### src/rtl/regfile_arbiter.sv
// regfile_arbiter: round-robin shared register array with a sequenced bulk-clear sweep.
// One read or write is granted per cycle; reads respond one cycle after the grant.
module regfile_arbiter #(
  parameter int NUM_REQ = 4,
  parameter int DEPTH = 16,
  parameter int ADDR_W = 4,
  parameter int DATA_W = 8,
  parameter logic [DATA_W-1:0] RESET_VAL = 8'hA0
) (
  input  logic                      clock,
  input  logic                      reset,
  input  logic [NUM_REQ-1:0]        req_valid,
  input  logic [NUM_REQ-1:0]        req_write,
  input  logic [NUM_REQ*ADDR_W-1:0] req_addr,
  input  logic [NUM_REQ*DATA_W-1:0] req_wdata,
  output logic [NUM_REQ-1:0]        req_ready,
  output logic                      rsp_valid,
  output logic [2:0]                rsp_id,
  output logic [DATA_W-1:0]         rsp_data,
  input  logic                      clear_start,
  output logic                      busy
);
  localparam int PTR_W = $clog2(NUM_REQ);
  typedef enum logic {IDLE, CLEAR} state_t;
  state_t state_q, state_d;
  logic [PTR_W-1:0] rr_ptr_q, rr_ptr_d;
  logic [ADDR_W-1:0] cnt_q, cnt_d;
  logic [DATA_W-1:0] mem_q [DEPTH];
  logic rsp_valid_q;
  logic [2:0] rsp_id_q;
  logic [DATA_W-1:0] rsp_data_q;
  logic grant, g_write;
  logic [PTR_W-1:0] gnt_idx, idx;
  logic [PTR_W:0] sum;
  logic [ADDR_W-1:0] g_addr;
  logic [DATA_W-1:0] g_wdata;
  // Rotating scan from rr_ptr; a clear request pre-empts any grant that cycle.
  always_comb begin
    grant = 1'b0;
    gnt_idx = '0;
    sum = '0;
    idx = '0;
    for (int k = 0; k < NUM_REQ; k++) begin
      sum = {1'b0, rr_ptr_q} + (PTR_W+1)'(k);
      sum = (sum >= (PTR_W+1)'(NUM_REQ)) ? sum - (PTR_W+1)'(NUM_REQ) : sum;
      idx = sum[PTR_W-1:0];
      if (!grant && req_valid[idx] && state_q == IDLE && !clear_start) begin
        grant = 1'b1;
        gnt_idx = idx;
      end
    end
  end
  assign g_write = req_write[gnt_idx];
  assign g_addr = req_addr[gnt_idx*ADDR_W +: ADDR_W];
  assign g_wdata = req_wdata[gnt_idx*DATA_W +: DATA_W];
  assign req_ready = grant ? NUM_REQ'(1) << gnt_idx : '0;
  always_ff @(posedge clock or posedge reset)
    if (reset) begin
      state_q <= IDLE;
      rr_ptr_q <= '0;
      cnt_q <= '0;
    end else begin
      state_q <= state_d;
      rr_ptr_q <= rr_ptr_d;
      cnt_q <= cnt_d;
    end
  always_comb begin
    state_d = state_q == IDLE ? (clear_start ? CLEAR : IDLE)
                              : (cnt_q == ADDR_W'(DEPTH-1) ? IDLE : CLEAR);
    cnt_d = state_q == CLEAR ? cnt_q + 1'b1 : '0;
    rr_ptr_d = !grant ? rr_ptr_q : (gnt_idx == PTR_W'(NUM_REQ-1) ? '0 : gnt_idx + 1'b1);
  end
  always_comb busy = state_q == CLEAR;
  always_ff @(posedge clock or posedge reset)
    if (reset) begin
      for (int i = 0; i < DEPTH; i++) mem_q[i] <= RESET_VAL;
      rsp_valid_q <= 1'b0;
      rsp_id_q <= '0;
      rsp_data_q <= '0;
    end else begin
      if (state_q == CLEAR) mem_q[cnt_q] <= RESET_VAL;
      else if (grant && g_write) mem_q[g_addr] <= g_wdata;
      rsp_valid_q <= grant && !g_write;
      if (grant && !g_write) begin
        rsp_id_q <= 3'(gnt_idx);
        rsp_data_q <= mem_q[g_addr];
      end
    end
  assign rsp_valid = rsp_valid_q;
  assign rsp_id = rsp_id_q;
  assign rsp_data = rsp_data_q;
endmodule

### config.mk
export PLATFORM = sky130hd
export DESIGN_NAME = regfile_arbiter
export DESIGN_NICKNAME = d
export VERILOG_FILES = /design/src/rtl/regfile_arbiter.sv
export SDC_FILE = /design/constraint.sdc
export NUM_CORES = 1
export LEC_CHECK = 0
export CAP_MARGIN = 20
export CORE_ASPECT_RATIO = 1.25
export CORE_MARGIN = 2
export CORE_UTILIZATION = 45
export DETAILED_ROUTE_END_ITERATION = 10
export PLACE_DENSITY = 0.65
export SLEW_MARGIN = 25
export SYNTH_ARGS = -nofsm -noshare
export SYNTH_HDL_FRONTEND = slang
export SYNTH_SLANG_ARGS = --single-unit
### constraint.sdc
create_clock -name clock -period 5.53 [get_ports clock]
set_input_delay 1.106 -clock clock [delete_from_list [all_inputs] [get_ports clock]]
set_output_delay 1.106 -clock clock [all_outputs]
set_load 0.01 [all_outputs]
==> report_table.html <==
<table>
<tr><th>Metric</th><th>Value</th></tr>
<tr><th colspan="2">Synth</th></tr>
<tr><td>Share of async-settable or async-resettable flops after synthesis</td><td>100%</td></tr>
<tr><td>Number of library cell types mapped by synthesis</td><td>55</td></tr>
<tr><td>Flip-flop and latch count after synthesis</td><td>146</td></tr>
<tr><td>Post-Syn Area per Cell</td><td>around 11 um2</td></tr>
<tr><td>Predominant post-synthesis flop cell</td><td>sky130_fd_sc_hd__dfrtp_1</td></tr>
<tr><td>Synth warnings</td><td>0</td></tr>
<tr><td>Post-synthesis instance total</td><td>about 720</td></tr>
<tr><td>Post-synthesis net count</td><td>784</td></tr>
<tr><td>Post-synthesis instance area</td><td>between 7000 and 8000 um2</td></tr>
<tr><td>Count of flip-flops with a built-in enable after synthesis</td><td>0</td></tr>
<tr><td>Sequential fraction of the synthesis area</td><td>between 40% and 50%</td></tr>
<tr><th colspan="2">Routing</th></tr>
<tr><td>DRC marker count from the first detailed-route iteration</td><td>~600</td></tr>
<tr><td>Detailed Route WL</td><td>around 23 mm</td></tr>
<tr><td>Routed length per instance</td><td>about 23 um</td></tr>
<tr><td>DRC violation count after routing</td><td>0</td></tr>
<tr><td>DR vias</td><td>6268</td></tr>
<tr><td>Number of vias per cell after detailed routing</td><td>6.11</td></tr>
<tr><td>Detail Route Antenna Nets</td><td>0</td></tr>
<tr><td>1st-pass router iterations</td><td>5</td></tr>
<tr><th colspan="2">Setup path</th></tr>
<tr><td>Reg2reg end</td><td>rsp_data[1]</td></tr>
<tr><td>Kind of start point of the critical path</td><td>input pin</td></tr>
<tr><td>Required time at the endpoint of the critical path</td><td>4420 ps</td></tr>
<tr><td>R2r setup slk</td><td>1210 ps</td></tr>
<tr><td>Maximum fanout along the worst path</td><td>19</td></tr>
<tr><td>Critical path type</td><td>input pin to output port</td></tr>
<tr><td>Crit path launch</td><td>req_valid[1]</td></tr>
<tr><td>Critical path capture point type</td><td>output port</td></tr>
<tr><td>Critical register-to-register path startpoint</td><td>busy</td></tr>
<tr><td>Critical path capture point</td><td>req_ready[3]</td></tr>
<tr><td>CP arrival</td><td>3800 ps</td></tr>
<tr><td>Reg2Reg Depth</td><td>12</td></tr>
<tr><th colspan="2">Timing</th></tr>
<tr><td>Largest clock skew in the final design</td><td>~15 ps</td></tr>
<tr><td>Final worst slack</td><td>roughly 630 ps</td></tr>
<tr><td>Relative slew slack</td><td>between 30% and 40%</td></tr>
<tr><td>Final critical-path required period</td><td>4900 ps</td></tr>
<tr><td>Max Clock Freq</td><td>204 MHz</td></tr>
<tr><td>Endpoints failing hold</td><td>0</td></tr>
<tr><td>Worst Tran Pin Value</td><td>a little under 1000 ps</td></tr>
<tr><td>RSZ-0062 raised after global routing</td><td>no</td></tr>
<tr><td>Final number of max-transition violations</td><td>0</td></tr>
<tr><td>Setup TNS</td><td>0 ps</td></tr>
<tr><td>Portion of the clock cycle consumed by the worst path in the final layout</td><td>between 80% and 90%</td></tr>
<tr><td>Setup-violating endpoint count in the final report</td><td>0</td></tr>
<tr><th colspan="2">Finish</th></tr>
<tr><td>Post-layout utilization of the core</td><td>between 50% and 60%</td></tr>
<tr><td>Synthesis-to-layout area growth</td><td>20.4%</td></tr>
<tr><td>Total number of nets in the final design</td><td>around 860</td></tr>
<tr><td>Ratio of cells with drive above 1 in the final layout</td><td>approximately 15%</td></tr>
<tr><td>Inserted Diodes</td><td>0</td></tr>
<tr><td>Area used by sequential logic in the layout</td><td>roughly 3700 um2</td></tr>
<tr><td>Multi-input gate area in the final layout</td><td>between 3000 and 4000 um2</td></tr>
<tr><td>Cell area after layout</td><td>between 9000 and 10000 um2</td></tr>
<tr><td>Fill cell count</td><td>about 1400</td></tr>
<tr><th colspan="2">Worst hold path</th></tr>
<tr><td>Worst Hold Class</td><td>flop to flop</td></tr>
<tr><th colspan="2">Clock tree</th></tr>
<tr><td>Number of buffers on the longest clock path</td><td>2</td></tr>
<tr><td>Clock root buffer</td><td>sky130_fd_sc_hd__clkbuf_16</td></tr>
<tr><td>Clock transition at the registers of the reported paths</td><td>around 60 ps</td></tr>
<tr><td>PostCTS Resize Cnt</td><td>0</td></tr>
<tr><td>Clock latency on the worst-skew pair</td><td>440 ps</td></tr>
<tr><td>Clock tree from TritonCTS</td><td>done</td></tr>
<tr><td>Clock H-tree levels</td><td>4</td></tr>
<tr><td>Post-CTS setup buffers</td><td>0</td></tr>
<tr><td>Number of buffers inserted during clock tree synthesis</td><td>17</td></tr>
<tr><td>Number of buffers added to fix hold violations after cts</td><td>0</td></tr>
<tr><td>Number of sinks driven by the clock tree</td><td>about 150</td></tr>
<tr><th colspan="2">Pwr</th></tr>
<tr><td>Static power due to leakage</td><td>roughly 4.4 nW</td></tr>
<tr><td>Overall power</td><td>4.33 mW</td></tr>
<tr><td>Cell area power density</td><td>about 460 nW/um2</td></tr>
<tr><td>Peak VDD IR</td><td>between 200 and 250 uV</td></tr>
<tr><th colspan="2">Placement</th></tr>
<tr><td>Placement Cell Area</td><td>just under 9000 um2</td></tr>
<tr><td>Routability-driven placement congestion ratio</td><td>just under 1</td></tr>
<tr><td>Minimum setup slack after placement</td><td>approximately 540 ps</td></tr>
<tr><td>Input/output buffers</td><td>74</td></tr>
<tr><td>Detailed placement HPWL</td><td>around 16 mm</td></tr>
<tr><th colspan="2">Job</th></tr>
<tr><td>Total of max-cap violations</td><td>0</td></tr>
<tr><th colspan="2">Floorplan</th></tr>
<tr><td>Starting Density</td><td>46.1%</td></tr>
<tr><td>Vertical die dimension</td><td>~150 um</td></tr>
<tr><td>Overall die width</td><td>between 100 and 150 um</td></tr>
<tr><td>Placeable core region</td><td>16800 um2</td></tr>
<tr><td>Boundary Pins</td><td>76</td></tr>
<tr><td>Number of rows in the core area</td><td>53</td></tr>
<tr><td>Overall die area</td><td>roughly 18000 um2</td></tr>
<tr><th colspan="2">GRT</th></tr>
<tr><td>Global-route wire length before repair</td><td>36.5 mm</td></tr>
<tr><td>Gr ovfl total</td><td>0</td></tr>
<tr><td>Vias in the first global route</td><td>around 6400</td></tr>
<tr><td>Overall routing resource usage</td><td>between 20% and 30%</td></tr>
<tr><td>Pin count of the biggest net entering global routing</td><td>around 110</td></tr>
<tr><td>Number of antenna violations at the first check in global routing</td><td>0</td></tr>
<tr><th colspan="2">Run status</th></tr>
<tr><td>Status</td><td>finished clean</td></tr>
</table>
-- cell usage in the layout, fill, tap and decap left out, types with 3 or more instances in the layout --
cell,Yosys,layout
sky130_fd_sc_hd__nand3_1,10,10
sky130_fd_sc_hd__nor2_1,74,74
sky130_fd_sc_hd__clkbuf_16,0,17
sky130_fd_sc_hd__buf_4,7,21
sky130_fd_sc_hd__mux2_2,14,14
sky130_fd_sc_hd__mux2i_2,3,3
sky130_fd_sc_hd__nand2b_1,4,4
sky130_fd_sc_hd__o22ai_1,18,18
sky130_fd_sc_hd__a22o_1,90,90
sky130_fd_sc_hd__clkdlybuf4s50_1,0,74
sky130_fd_sc_hd__nor3b_1,3,3
sky130_fd_sc_hd__clkinv_2,0,4
sky130_fd_sc_hd__a21oi_1,35,35
sky130_fd_sc_hd__inv_6,0,3
sky130_fd_sc_hd__ha_1,8,8
sky130_fd_sc_hd__inv_1,34,33
sky130_fd_sc_hd__nor3_1,14,11
sky130_fd_sc_hd__and2_1,14,14
sky130_fd_sc_hd__nor3_2,1,4
sky130_fd_sc_hd__nand2_1,22,22
sky130_fd_sc_hd__a211oi_1,15,15
sky130_fd_sc_hd__a211o_1,7,7
sky130_fd_sc_hd__mux2i_1,104,104
sky130_fd_sc_hd__o21ai_0,11,11
sky130_fd_sc_hd__dfstp_2,32,32
sky130_fd_sc_hd__nor2b_1,4,4
sky130_fd_sc_hd__a22oi_1,9,9
sky130_fd_sc_hd__dfrtp_1,114,114
sky130_fd_sc_hd__or3_1,3,3
-- cells by family (layout without fill, tap and decap cells) --
group | after synthesis | count (layout) | share of synthesized area (%)
compound gates | 199 | 199 | 19.6
simple gates | 163 | 163 | 10.0
flops | 146 | 146 | 47.6
mux | 122 | 122 | 16.3
buf+inv | 75 | 164 | 4.82
fa+ha+maj | 8 | 8 | 1.29
xor+xnor | 3 | 3 | 0.339
other cells | 1 | 1 | 0.0483
-- how the worst min path moves through the flow --
stage | from | endpoint | slack, ps | cells after the start
final | mem_q[55] | mem_q[55] | 460 | 2
after global routing | mem_q[55] | mem_q[55] | 480 | 2
after CTS | mem_q[79] | mem_q[79] | 460 | 2
after detailed placement | mem_q[111] | mem_q[111] | 450 | 2
after global placement | mem_q[95] | mem_q[95] | 450 | 2
after floorplan | mem_q[21] | mem_q[21] | 440 | 2
-- power breakdown --
group          switching, mW  total, mW  leakage, nW  internal [mW]
combinational          0.897       1.60         2.19          0.701
sequential             0.216       1.59         1.88           1.37
clock                  0.470       1.14        0.280          0.674
total                   1.58       4.33         4.35           2.75
-- stage by stage --
stage | hold slack, ps | std cells
5_1_grt | 481 | 1026
4_1_cts | 461 | 1026
3_5_place_dp | 452 | 995
3_3_place_gp | 448 | 995
6_report | 460 | 1026
2_1_floorplan | 439 | 717
-- metal layers --
layer,track usage (%),vias up,part of all wire (%)
met5,0,-,0
met4,11.6,0,3.6
met3,6.66,52,8.6
met2,43.6,313,47
met1,33.4,3108,41
li1,-,2795,-
-- registers in the layout (all words and copies together) (netlist names) --
signal	count
cnt_q	4
rsp_valid	1
busy	1
rr_ptr_q	2
rsp_data	8
mem_q	128
rsp_id	2
-- worst max-delay path, stage by stage --
cell and delay (ps):
sky130_fd_sc_hd__clkdlybuf4s50_1 620, sky130_fd_sc_hd__mux2i_1 170, sky130_fd_sc_hd__mux2i_1 170, sky130_fd_sc_hd__mux2_2 350, sky130_fd_sc_hd__a211o_1 340, sky130_fd_sc_hd__buf_4 230
sky130_fd_sc_hd__ha_1 190, sky130_fd_sc_hd__and2_1 130, sky130_fd_sc_hd__clkdlybuf4s50_1 470
-- final cells by class --
class                      instances  share of cell area (%)
clock buffer                      19                    4.74
clock inverter                    12                    1.39
multi-input combinational        496                    39.8
tap                              220                    2.95
inverter                          36                    1.58
sequential                       146                    39.5
timing repair buffer              97                    10.0
-- cells in the mapped netlist, types with 2 or more instances --
| cell | count | area share [%] |
|---|---|---|
| sky130_fd_sc_hd__inv_1 | 34 | 1.6 |
| sky130_fd_sc_hd__a31o_2 | 2 | 0.23 |
| sky130_fd_sc_hd__buf_2 | 13 | 0.84 |
| sky130_fd_sc_hd__ha_1 | 8 | 1.3 |
| sky130_fd_sc_hd__dfrtp_1 | 114 | 37 |
| sky130_fd_sc_hd__buf_6 | 6 | 0.87 |
| sky130_fd_sc_hd__nand2b_1 | 4 | 0.32 |
| sky130_fd_sc_hd__nor2b_1 | 4 | 0.32 |
| sky130_fd_sc_hd__o22ai_1 | 18 | 1.5 |
| sky130_fd_sc_hd__a21oi_1 | 35 | 2.3 |
| sky130_fd_sc_hd__and2_1 | 14 | 1.1 |
| sky130_fd_sc_hd__a211o_1 | 7 | 0.79 |
| sky130_fd_sc_hd__mux2i_2 | 3 | 0.53 |
| sky130_fd_sc_hd__dfstp_2 | 32 | 11 |
| sky130_fd_sc_hd__a22oi_1 | 9 | 0.87 |
| sky130_fd_sc_hd__clkbuf_1 | 13 | 0.63 |
| sky130_fd_sc_hd__buf_4 | 7 | 0.68 |
| sky130_fd_sc_hd__inv_4 | 2 | 0.16 |
| sky130_fd_sc_hd__mux2_2 | 14 | 2.0 |
| sky130_fd_sc_hd__nand3_1 | 10 | 0.64 |
| sky130_fd_sc_hd__mux2i_1 | 104 | 13 |
| sky130_fd_sc_hd__and3_1 | 2 | 0.16 |
| sky130_fd_sc_hd__nand4_1 | 2 | 0.16 |
| sky130_fd_sc_hd__nand2_1 | 22 | 1.1 |
| sky130_fd_sc_hd__nor3b_1 | 3 | 0.29 |
| sky130_fd_sc_hd__or2_2 | 2 | 0.16 |
| sky130_fd_sc_hd__a21oi_2 | 2 | 0.23 |
| sky130_fd_sc_hd__a211oi_1 | 15 | 1.5 |
| sky130_fd_sc_hd__a22o_1 | 90 | 10 |
| sky130_fd_sc_hd__xnor2_1 | 2 | 0.23 |
| sky130_fd_sc_hd__a32o_1 | 2 | 0.26 |
| sky130_fd_sc_hd__o21ai_0 | 11 | 0.71 |
| sky130_fd_sc_hd__or3_1 | 3 | 0.24 |
| sky130_fd_sc_hd__nor2_1 | 74 | 3.6 |
| sky130_fd_sc_hd__nor3_1 | 14 | 0.90 |
(Power assumes the default switching activity.)
